### config.mk
export PLATFORM = sky130hd
export DESIGN_NAME = axis_dma_rd
export DESIGN_NICKNAME = d
export VERILOG_FILES = /design/src/rtl/axis_dma_pkg.sv /design/src/rtl/axis_dma_rd_out_reg.sv /design/src/rtl/axis_dma_rd.sv
export SDC_FILE = /design/constraint.sdc
export NUM_CORES = 1
export LEC_CHECK = 0
export BUFFER_PORTS_ARGS = -buffer_cell sky130_fd_sc_hd__buf_2
export CORE_AREA = 2 2 91 93
export CTS_BUF_LIST = sky130_fd_sc_hd__clkbuf_4 sky130_fd_sc_hd__clkbuf_8 sky130_fd_sc_hd__clkbuf_16
export DETAILED_ROUTE_END_ITERATION = 6
export DIE_AREA = 0 0 93 95
export PLACE_DENSITY_LB_ADDON = 0.05
export SLEW_MARGIN = 20
export SYNTH_ARGS = -nofsm -noshare
export SYNTH_HDL_FRONTEND = slang
export SYNTH_HIERARCHICAL = 1
export SYNTH_SLANG_ARGS = --single-unit
### constraint.sdc
create_clock -name clk -period 4.35 [get_ports clk]
set_input_delay 0.2175 -clock clk [delete_from_list [all_inputs] [get_ports clk]]
set_output_delay 0.2175 -clock clk [all_outputs]
set_load 0.05 [all_outputs]
### src/rtl/axis_dma_pkg.sv
// Shared definitions for the axis_dma_rd read DMA.
// Holds the controller state encoding and the default bus widths.
package axis_dma_pkg;

  localparam int DEF_ADDR_W = 32;
  localparam int DEF_LEN_W  = 32;
  localparam int DEF_DATA_W = 8;

  typedef enum logic [2:0] {
    IDLE,
    REQ,
    WAIT,
    SEND,
    FIN
  } state_t;

endpackage

### src/rtl/axis_dma_rd_out_reg.sv
// Single-entry AXI4-Stream output holding register for axis_dma_rd.
// Loads on a memory response and clears on the stream handshake.
// TDATA (and TLAST) hold steady while the consumer stalls.
// Optional feature macro: AXIS_DMA_RD_TLAST_EN adds the load_last input and the tlast output.
// Ports:
//   clk, rst_n      clock, asynchronous active-low reset
//   load, load_data capture a new beat (load_last marks the final beat)
//   tready          consumer ready
//   tvalid, tdata   held beat (tlast when enabled)
module axis_dma_rd_out_reg #(
  parameter int DATA_W = 8
) (
  input  logic              clk,
  input  logic              rst_n,
  input  logic              load,
  input  logic [DATA_W-1:0] load_data,
`ifdef AXIS_DMA_RD_TLAST_EN
  input  logic              load_last,
  output logic              tlast,
`endif
  input  logic              tready,
  output logic              tvalid,
  output logic [DATA_W-1:0] tdata
);

  always_ff @(posedge clk or negedge rst_n) begin
    if (!rst_n) begin
      tvalid <= 1'b0;
      tdata  <= '0;
`ifdef AXIS_DMA_RD_TLAST_EN
      tlast  <= 1'b0;
`endif
    end else if (load) begin
      tvalid <= 1'b1;
      tdata  <= load_data;
`ifdef AXIS_DMA_RD_TLAST_EN
      tlast  <= load_last;
`endif
    end else if (tvalid && tready) begin
      // tdata keeps its last value; only the qualifiers drop
      tvalid <= 1'b0;
`ifdef AXIS_DMA_RD_TLAST_EN
      tlast  <= 1'b0;
`endif
    end
  end

endmodule

### src/rtl/axis_dma_rd.sv
// Single-channel memory-to-stream read DMA.
// On an accepted start it reads `length` bytes from base_addr upward. Each byte is
// emitted as one AXIS beat, and one memory read is outstanding at a time.
// Optional feature macro: AXIS_DMA_RD_TLAST_EN adds M_AXIS_TLAST on the final beat.
// Ports:
//   clk, rst_n                   clock, asynchronous active-low reset
//   start, base_addr, length     transfer command (sampled in IDLE)
//   done                         one-cycle completion pulse
//   mem_rd_valid, mem_rd_addr    read request
//   mem_rd_resp_valid/_data      read response (latency >= 1)
//   M_AXIS_TVALID/TDATA/TREADY   stream master (M_AXIS_TLAST when enabled)
module axis_dma_rd
  import axis_dma_pkg::*;
#(
  parameter int ADDR_W = DEF_ADDR_W,
  parameter int LEN_W  = DEF_LEN_W,
  parameter int DATA_W = DEF_DATA_W
) (
  input  logic              clk,
  input  logic              rst_n,
  input  logic              start,
  input  logic [ADDR_W-1:0] base_addr,
  input  logic [LEN_W-1:0]  length,
  output logic              done,
  output logic              mem_rd_valid,
  output logic [ADDR_W-1:0] mem_rd_addr,
  input  logic              mem_rd_resp_valid,
  input  logic [DATA_W-1:0] mem_rd_resp_data,
  output logic              M_AXIS_TVALID,
  output logic [DATA_W-1:0] M_AXIS_TDATA,
`ifdef AXIS_DMA_RD_TLAST_EN
  output logic              M_AXIS_TLAST,
`endif
  input  logic              M_AXIS_TREADY
);

  state_t            state_q, state_d;
  logic [ADDR_W-1:0] addr_q;
  logic [LEN_W-1:0]  rem_q;
  logic              done_q;
  logic              load;
  logic              hs;
  logic              last_beat;

  assign hs           = M_AXIS_TVALID && M_AXIS_TREADY;
  assign last_beat    = (rem_q == LEN_W'(1));
  assign mem_rd_valid = (state_q == REQ);
  assign mem_rd_addr  = addr_q;
  assign done         = done_q;

  always_comb begin
    state_d = state_q;
    load    = 1'b0;
    case (state_q)
      IDLE: if (start) state_d = (length == '0) ? FIN : REQ;
      REQ:  state_d = WAIT;
      WAIT: if (mem_rd_resp_valid) begin
        load    = 1'b1;
        state_d = SEND;
      end
      SEND: if (hs) state_d = last_beat ? FIN : REQ;
      FIN:  state_d = IDLE;
      default: state_d = IDLE;
    endcase
  end

  always_ff @(posedge clk or negedge rst_n) begin
    if (!rst_n) begin
      state_q <= IDLE;
      addr_q  <= '0;
      rem_q   <= '0;
      done_q  <= 1'b0;
    end else begin
      state_q <= state_d;
      // registered off FIN so the pulse lands two cycles after a zero-length start
      // and never overlaps the last beat's TVALID
      done_q  <= (state_q == FIN);
      if (state_q == IDLE && start) begin
        addr_q <= base_addr;
        rem_q  <= length;
      end else if (state_q == SEND && hs) begin
        addr_q <= addr_q + ADDR_W'(1);
        rem_q  <= rem_q - LEN_W'(1);
      end
    end
  end

  axis_dma_rd_out_reg #(.DATA_W(DATA_W)) u_out (
    .clk       (clk),
    .rst_n     (rst_n),
    .load      (load),
    .load_data (mem_rd_resp_data),
`ifdef AXIS_DMA_RD_TLAST_EN
    .load_last (last_beat),
    .tlast     (M_AXIS_TLAST),
`endif
    .tready    (M_AXIS_TREADY),
    .tvalid    (M_AXIS_TVALID),
    .tdata     (M_AXIS_TDATA)
  );

endmodule

==> impl_metrics.csv, run 1 <==
group,metric,value,unit
run_status,outcome,"completed",
setup_path,crit_type,"register to register",
setup_path,cp-start-kind,"register",
run,cap_violations,0,
setup_path,rr_endpoint,"rem_q[22]$_DFFE_PN0P_",
grt,grt_max_degree,78,
synthesis,syn_inst,480,
setup_path,required,4580,ps
setup_path,cp-endpoint,"rem_q[22]$_DFFE_PN0P_",
setup_path,critical_path.endpoint_type,"register",
synthesis,synthTopCellsByArea,"dfrtp_1 (44%), nand2_1 (7.0%), nand4_1 (3.4%)",
clock_tree,worstSkewPairLatency,360,ps
clock_tree,cts.hold.buffers_added,0,
grt,grt_antenna_before_repair,0,
route,wl_per_cell,17.34,um
power_and_ir_drop,pwr-share-seq,0.368,
floorplanning,pin_count,120,
floorplanning,die-width,93,um
setup_path,ff2ff_setup_slack,1770,ps
setup_path,reg2reg_from,"rem_q[13]$_DFFE_PN0P_",
timing,tns,0,ps
timing,rsz0062_at_grt,"false",
synthesis,synthFlopType,"dfrtp_1",
timing,slew_headroom,0.3672,
grt,grt_pass1_vias,4036,
clock_tree,clk_pin_slew,90,ps
floorplanning,start_util,0.5554,
synthesis,seq_area_frac_synth,0.4376,
power_and_ir_drop,power.density,745.2,nW/um^2
setup_path,cpPeakStageDelay,590,ps
clock_tree,h-tree-depth,3,
final_layout,final_cells,701,
timing,worst_slew_pin_slew,949.2,ps
timing,layout_worst_path_cycle_share,0.5921,
power_and_ir_drop,peakVddDrop,294.7,uV
final_layout,syn2layout_area_growth,20.35,%
placement,hpwl,8.850,mm
floorplanning,fp-row-count,33,
clock_tree,post-cts-setup-buffers,0,
clock_tree,clkSinkCount,77,
synthesis,synth_edf_count,0,
clock_tree,post_cts_resized,0,
clock_tree,cts_tree,"yes",
synthesis,synth_seq_cells,77,
synthesis,ys_warn_count,6,
grt,grt_overflow_total,0,
timing,max_freq,388.3,MHz
synthesis,synth_most_common_cell,"nand2_1",
timing,fin_crit,2576,ps
clock_tree,cts_buffer_depth,2,
floorplanning,die_y,95,um
power_and_ir_drop,power,3.949,mW
synthesis,syn_avg_cell_area,9.173,um^2
final_layout,layout-drive-gt1-share,0.2752,
final_layout,n_antenna_cell,0,
route,vias,4311,
floorplanning,dieArea,8835,um^2
power_and_ir_drop,p_sw_frac,0.5019,
power_and_ir_drop,p_int,1.967,mW
timing,hold_viol,0,
setup_path,slowest_stage,"nor3_1",
route,wl,12.15,mm
grt,grt_pass1_wl,19.70,mm
setup_path,cp_cell_sequence,"nor4_2 > nand4_1 > nor3_1 > a21oi_1 > a221o_1",
final_layout,nNetsFinal,671,
clock_tree,clockRootBuffer,"clkbuf_8",
route,dr.pass1.iters,5,
setup_path,cp_top_family,"simple AND/OR/NAND/NOR gates",
power_and_ir_drop,p_comb_frac,0.476,
placement,dp.cells,685,
synthesis,ys_types,56,
placement,io_buffer_count,119,
power_and_ir_drop,leakagePower,2.241,nW
route,vias_per_cell,6.150,
placement,gp_congestion,0.9552,
synthesis,synth-async-reset-ratio,1.000,
setup_path,path_depth,5,
synthesis,syn-num-nets,560,
grt,grt_use_total,0.2825,
timing,slew_viol_final,0,
power_and_ir_drop,pwr-share-clk,0.156,
setup_path,cp.arrival,2800,ps
setup_path,worstPathMaxFanout,11,
timing,skew,13.84,ps
synthesis,syn_area,4403,um^2
setup_path,rr_worst_depth,5,
synthesis,synth_top_area_cell,"dfrtp_1",
route,drt.antenna.violating_nets,0,
min_path,hold_path_class,"input port to async pin",
synthesis,synth_commonest_cells,"nand2_1 (82), dfrtp_1 (77), o21ai_0 (26)",
timing,whs,6.828,ps
setup_path,startpoint,"rem_q[13]$_DFFE_PN0P_",
route,drt_iter0_drc,294,
clock_tree,numCtsBuffers,9,
route,drc,0,
timing,finalSetupViolCount,0,
setup_path,critPathBufInv,0,
synthesis,yosysTopAreaCellShare,0.4376,
power_and_ir_drop,switchingPower,1.982,mW
floorplanning,core_region_area,7928,um^2
final_layout,fill_cells,702,
[state kept, by name (all words and copies together), names as in the netlist]
| signal | count |
|---|---|
| done | 1 |
| mem_rd_addr | 32 |
| state_q | 3 |
| u_out/tdata | 8 |
| u_out/tvalid | 1 |
| rem_q | 32 |
[power groups by stage]
stage / clock, mW / combinational (mW) / sequential, mW
floorplan: 0 / 0.847 / 1.97
global placement: 0 / 1.84 / 1.43
detailed placement: 0 / 1.88 / 1.45
CTS: 0.621 / 1.88 / 1.44
global route: 0.656 / 2.03 / 1.50
finish: 0.615 / 1.88 / 1.45
[area by class of cell]
| cell class | instances | area (um^2) | area share |
|---|---|---|---|
| repair buffers | 123 | 628.1 | 0.1185 |
| flip-flops and latches | 77 | 1927 | 0.3636 |
| inverters | 6 | 22.52 | 0.004250 |
| clock inverters | 7 | 97.59 | 0.01842 |
| clock buffers | 9 | 123.9 | 0.02338 |
| well taps | 105 | 131.4 | 0.02479 |
| multi-input cells | 374 | 2369 | 0.4470 |
[worst min path at each step]
stage             startpoint  depth (start not counted)                          end  slack (ps)
2_1_floorplan          rst_n                          0               done$_DFF_PN0_         -80
3_3_place_gp   base_addr[16]                          3  mem_rd_addr[16]$_DFFE_PN0P_         420
3_5_place_dp           rst_n                          1  mem_rd_addr[11]$_DFFE_PN0P_         430
4_1_cts                rst_n                          1  mem_rd_addr[11]$_DFFE_PN0P_          40
5_1_grt        base_addr[16]                          3  mem_rd_addr[16]$_DFFE_PN0P_          60
6_report               rst_n                          1  mem_rd_addr[11]$_DFFE_PN0P_           7
[cells by family after synthesis]
family                     count (synthesis)  share of synthesized area
DFF                                       77                     0.4376
muxes                                     13                    0.03865
AOI/OAI and AO/OA                         99                     0.1594
xor gates and xnor gates                  19                    0.03779
and+or+nand+nor                          240                     0.2899
buffers and inverters                     29                    0.02813
adders and majority gates                  3                   0.008526
[cell usage in the layout (no fill, tap or decap), drive strengths merged, types with 12 or more instances in the layout]
| cell type | n |
|---|---|
| nor2 | 22 |
| nor4 | 19 |
| nand2 | 82 |
| nor3 | 22 |
| buf | 123 |
| dfrtp | 77 |
| o311ai | 12 |
| nand4 | 24 |
| nand3 | 25 |
| o21ai | 28 |
| o211ai | 20 |
| a21oi | 13 |
| xor2 | 12 |
[routing by layer]
| metal | routed length (um) | GRT usage | vias to the layer above |
|---|---|---|---|
| li1 | - | - | 2039 |
| met1 | 5125 | 0.3838 | 2057 |
| met2 | 5806 | 0.4614 | 198 |
| met3 | 961 | 0.03671 | 17 |
| met4 | 261 | 0.1140 | 0 |
| met5 | 0 | 0 | - |
[metrics by stage]
stage	worst slack, ps	utilization	area (um^2)
global placement	1776	0.6402	5075
detailed placement	1747	0.6402	5075
finish	1774	0.6684	5299
CTS	1739	0.6681	5296
floorplan	2051	-	4403
global route	1603	0.6684	5299
No activity file was read; power rests on OpenSTA's default activity.
==> run 2: changes to the inputs <==
- CORE_AREA: 2 2 91 93 -> 2 2 95 97
- DIE_AREA: 0 0 93 95 -> 0 0 97 99
- clock period: 4.35 -> 2.65 ns (I/O delays scaled with it)
==> run 2 against run 1 <==
Effect of this change: final cell count rose by 5.6%; routed wire length rose by 4.6%; total power rose by 65%; core utilization fell by 1.3 points; count of clock-buffer cells in the layout rose by 2; cell area rose by 5.8%; sequential share of layout area fell by 2.0 points; highest routed layer unchanged.
==> impl_metrics.csv, run 2 (same netlist as run 1, synthesis figures left out) <==
group,metric,value,unit
route,vias,4437,
grt,grt_max_degree,78,
min_path,whs_endpoint,"u_out/tdata[0]$_DFFE_PN0P_",
timing,worst_slew_pin_slew,969.0,ps
timing,layout_worst_path_cycle_share,0.9107,
placement,io_buffer_count,119,
min_path,hold_path_class,"input port to register",
floorplanning,die_y,99,um
power_and_ir_drop,power.density,1164,nW/um^2
setup_path,rr_endpoint,"rem_q[30]$_DFFE_PN0P_",
setup_path,critical_path.endpoint_type,"register",
clock_tree,clk_pin_slew,80,ps
final_layout,n_antenna_cell,0,
timing,fin_crit,2413,ps
final_layout,final_core_util,0.6558,
clock_tree,cts_tree,"yes",
final_layout,mostFrequentLayoutCells,"buf_2 (118), nand2_1 (82), dfrtp_1 (77), o21ai_0 (26)",
clock_tree,worstSkewPairLatency,360,ps
floorplanning,start_util,0.5149,
final_layout,final_common_cell,"buf_2",
setup_path,ff2ff_setup_slack,240,ps
grt,grt_use_total,0.2645,
route,dr.pass1.iters,4,
power_and_ir_drop,leakagePower,2.400,nW
final_layout,syn2layout_area_growth,27.37,%
floorplanning,core_region_area,8551,um^2
route,drt_iter0_drc,264,
timing,whs,6.547,ps
run,cap_violations,0,
min_path,hp-start,"mem_rd_resp_data[0]",
setup_path,rr_worst_depth,7,
floorplanning,pin_count,120,
floorplanning,fp-row-count,34,
final_layout,layout-drive-gt1-share,0.2816,
route,wl,12.71,mm
run_status,outcome,"completed",
floorplanning,dieArea,9603,um^2
grt,grt_antenna_before_repair,0,
final_layout,nNetsFinal,708,
timing,hold_viol,0,
power_and_ir_drop,peakVddDrop,535.3,uV
timing,max_freq,414.4,MHz
setup_path,required,2870,ps
grt,grt_pass1_wl,20.60,mm
grt,grt_overflow_total,0,
timing,finalSetupViolCount,0,
setup_path,cp-start-kind,"register",
route,vias_per_cell,5.996,
clock_tree,post_cts_resized,0,
route,drt.antenna.violating_nets,0,
timing,slew_viol_final,0,
setup_path,worstPathMaxFanout,6,
min_path,hold_depth,2,
grt,grt_pass1_vias,4264,
placement,hpwl,9.220,mm
clock_tree,clkSinkCount,77,
timing,rsz0062_at_grt,"false",
clock_tree,h-tree-depth,3,
route,wl_per_cell,17.18,um
timing,tns,0,ps
clock_tree,cts_buffer_depth,2,
timing,slew_headroom,0.3540,
setup_path,crit_type,"register to register",
setup_path,cp.arrival,2630,ps
placement,gp_congestion,0.9423,
clock_tree,numCtsBuffers,9,
floorplanning,die-width,97,um
clock_tree,post-cts-setup-buffers,0,
route,drc,0,
setup_path,reg2reg_from,"rem_q[1]$_DFFE_PN0P_",
timing,skew,11.83,ps
clock_tree,clockRootBuffer,"clkbuf_8",
## run 2: changes by cell type in the layout (fill, tap and decap cells not counted), sizes merged
| cell | before | now |
|---|---|---|
| clkinvlp | 2 | 1 |
| clkbuf | 9 | 11 |
| dlygate4sd3 | 0 | 21 |
| inv | 8 | 6 |
| buf | 123 | 139 |
| clkinv | 1 | 2 |
| bufinv | 2 | 1 |
## run 2: metrics by stage
stage | setup WS [ps] | area (um^2) | power [mW] | std cells
2_1_floorplan | 350.5 | 4403 | 4.629 | 480
3_3_place_gp | 395.2 | 5199 | 5.502 | 704
3_5_place_dp | 250.6 | 5199 | 5.578 | 704
4_1_cts | 259.4 | 5608 | 6.529 | 740
5_1_grt | 122.7 | 5608 | 6.905 | 740
6_report | 236.7 | 5608 | 6.527 | 740
## run 2: final cells by class
class | count | area, um^2
Fill cell | 770 | 2943
Multi-Input combinational cell | 374 | 2366
Sequential cell | 77 | 1927
Timing Repair Buffer | 160 | 958.4
Clock buffer | 11 | 151.4
Tap cell | 108 | 135.1
Clock inverter | 4 | 47.55
Inverter | 6 | 22.52
## run 2: worst max-delay path: stages, from the launching register on
cell and delay [ps]:
dfrtp_1 410, inv_1 120, ha_1 180, nor3b_1 420
nand3_1 280, or3_1 500, o311ai_1 250, o211ai_1 130
## run 2: timing repair
action | CTS | global route
setup endpoints to repair | 0 | 0
endpoints found under the hold margin | 97 | 0
hold buffers | 21 | 0
## run 2: worst max path at each step
| stage | start | endpoint | slack, ps | cells past startpoint |
|---|---|---|---|---|
| detailed placement | rem_q[0]$_DFFE_PN0P_ | rem_q[30]$_DFFE_PN0P_ | 250 | 7 |
| CTS | rem_q[0]$_DFFE_PN0P_ | rem_q[30]$_DFFE_PN0P_ | 260 | 7 |
| finish | rem_q[1]$_DFFE_PN0P_ | rem_q[30]$_DFFE_PN0P_ | 240 | 7 |
| global placement | rem_q[0]$_DFFE_PN0P_ | rem_q[30]$_DFFE_PN0P_ | 400 | 7 |
| global route | rem_q[0]$_DFFE_PN0P_ | rem_q[30]$_DFFE_PN0P_ | 120 | 7 |
| floorplan | mem_rd_addr[6]$_DFFE_PN0P_ | mem_rd_addr[23]$_DFFE_PN0P_ | 350 | 6 |
## run 2: per-layer routing
metal,vias to the layer above,share of wire,GRT usage
li1,2099,-,-
met1,2143,0.43,0.3432
met2,177,0.49,0.4546
met3,18,0.066,0.03688
met4,0,0.016,0.09534
met5,-,0,0
## run 2: power breakdown
part | total (mW) | internal (mW) | switching (mW) | leakage (nW)
Clock | 0.916 | 0.478 | 0.437 | 0.101
Combinational | 3.26 | 1.10 | 2.16 | 1.34
Sequential | 2.35 | 1.70 | 0.650 | 0.962
Total | 6.53 | 3.28 | 3.25 | 2.40
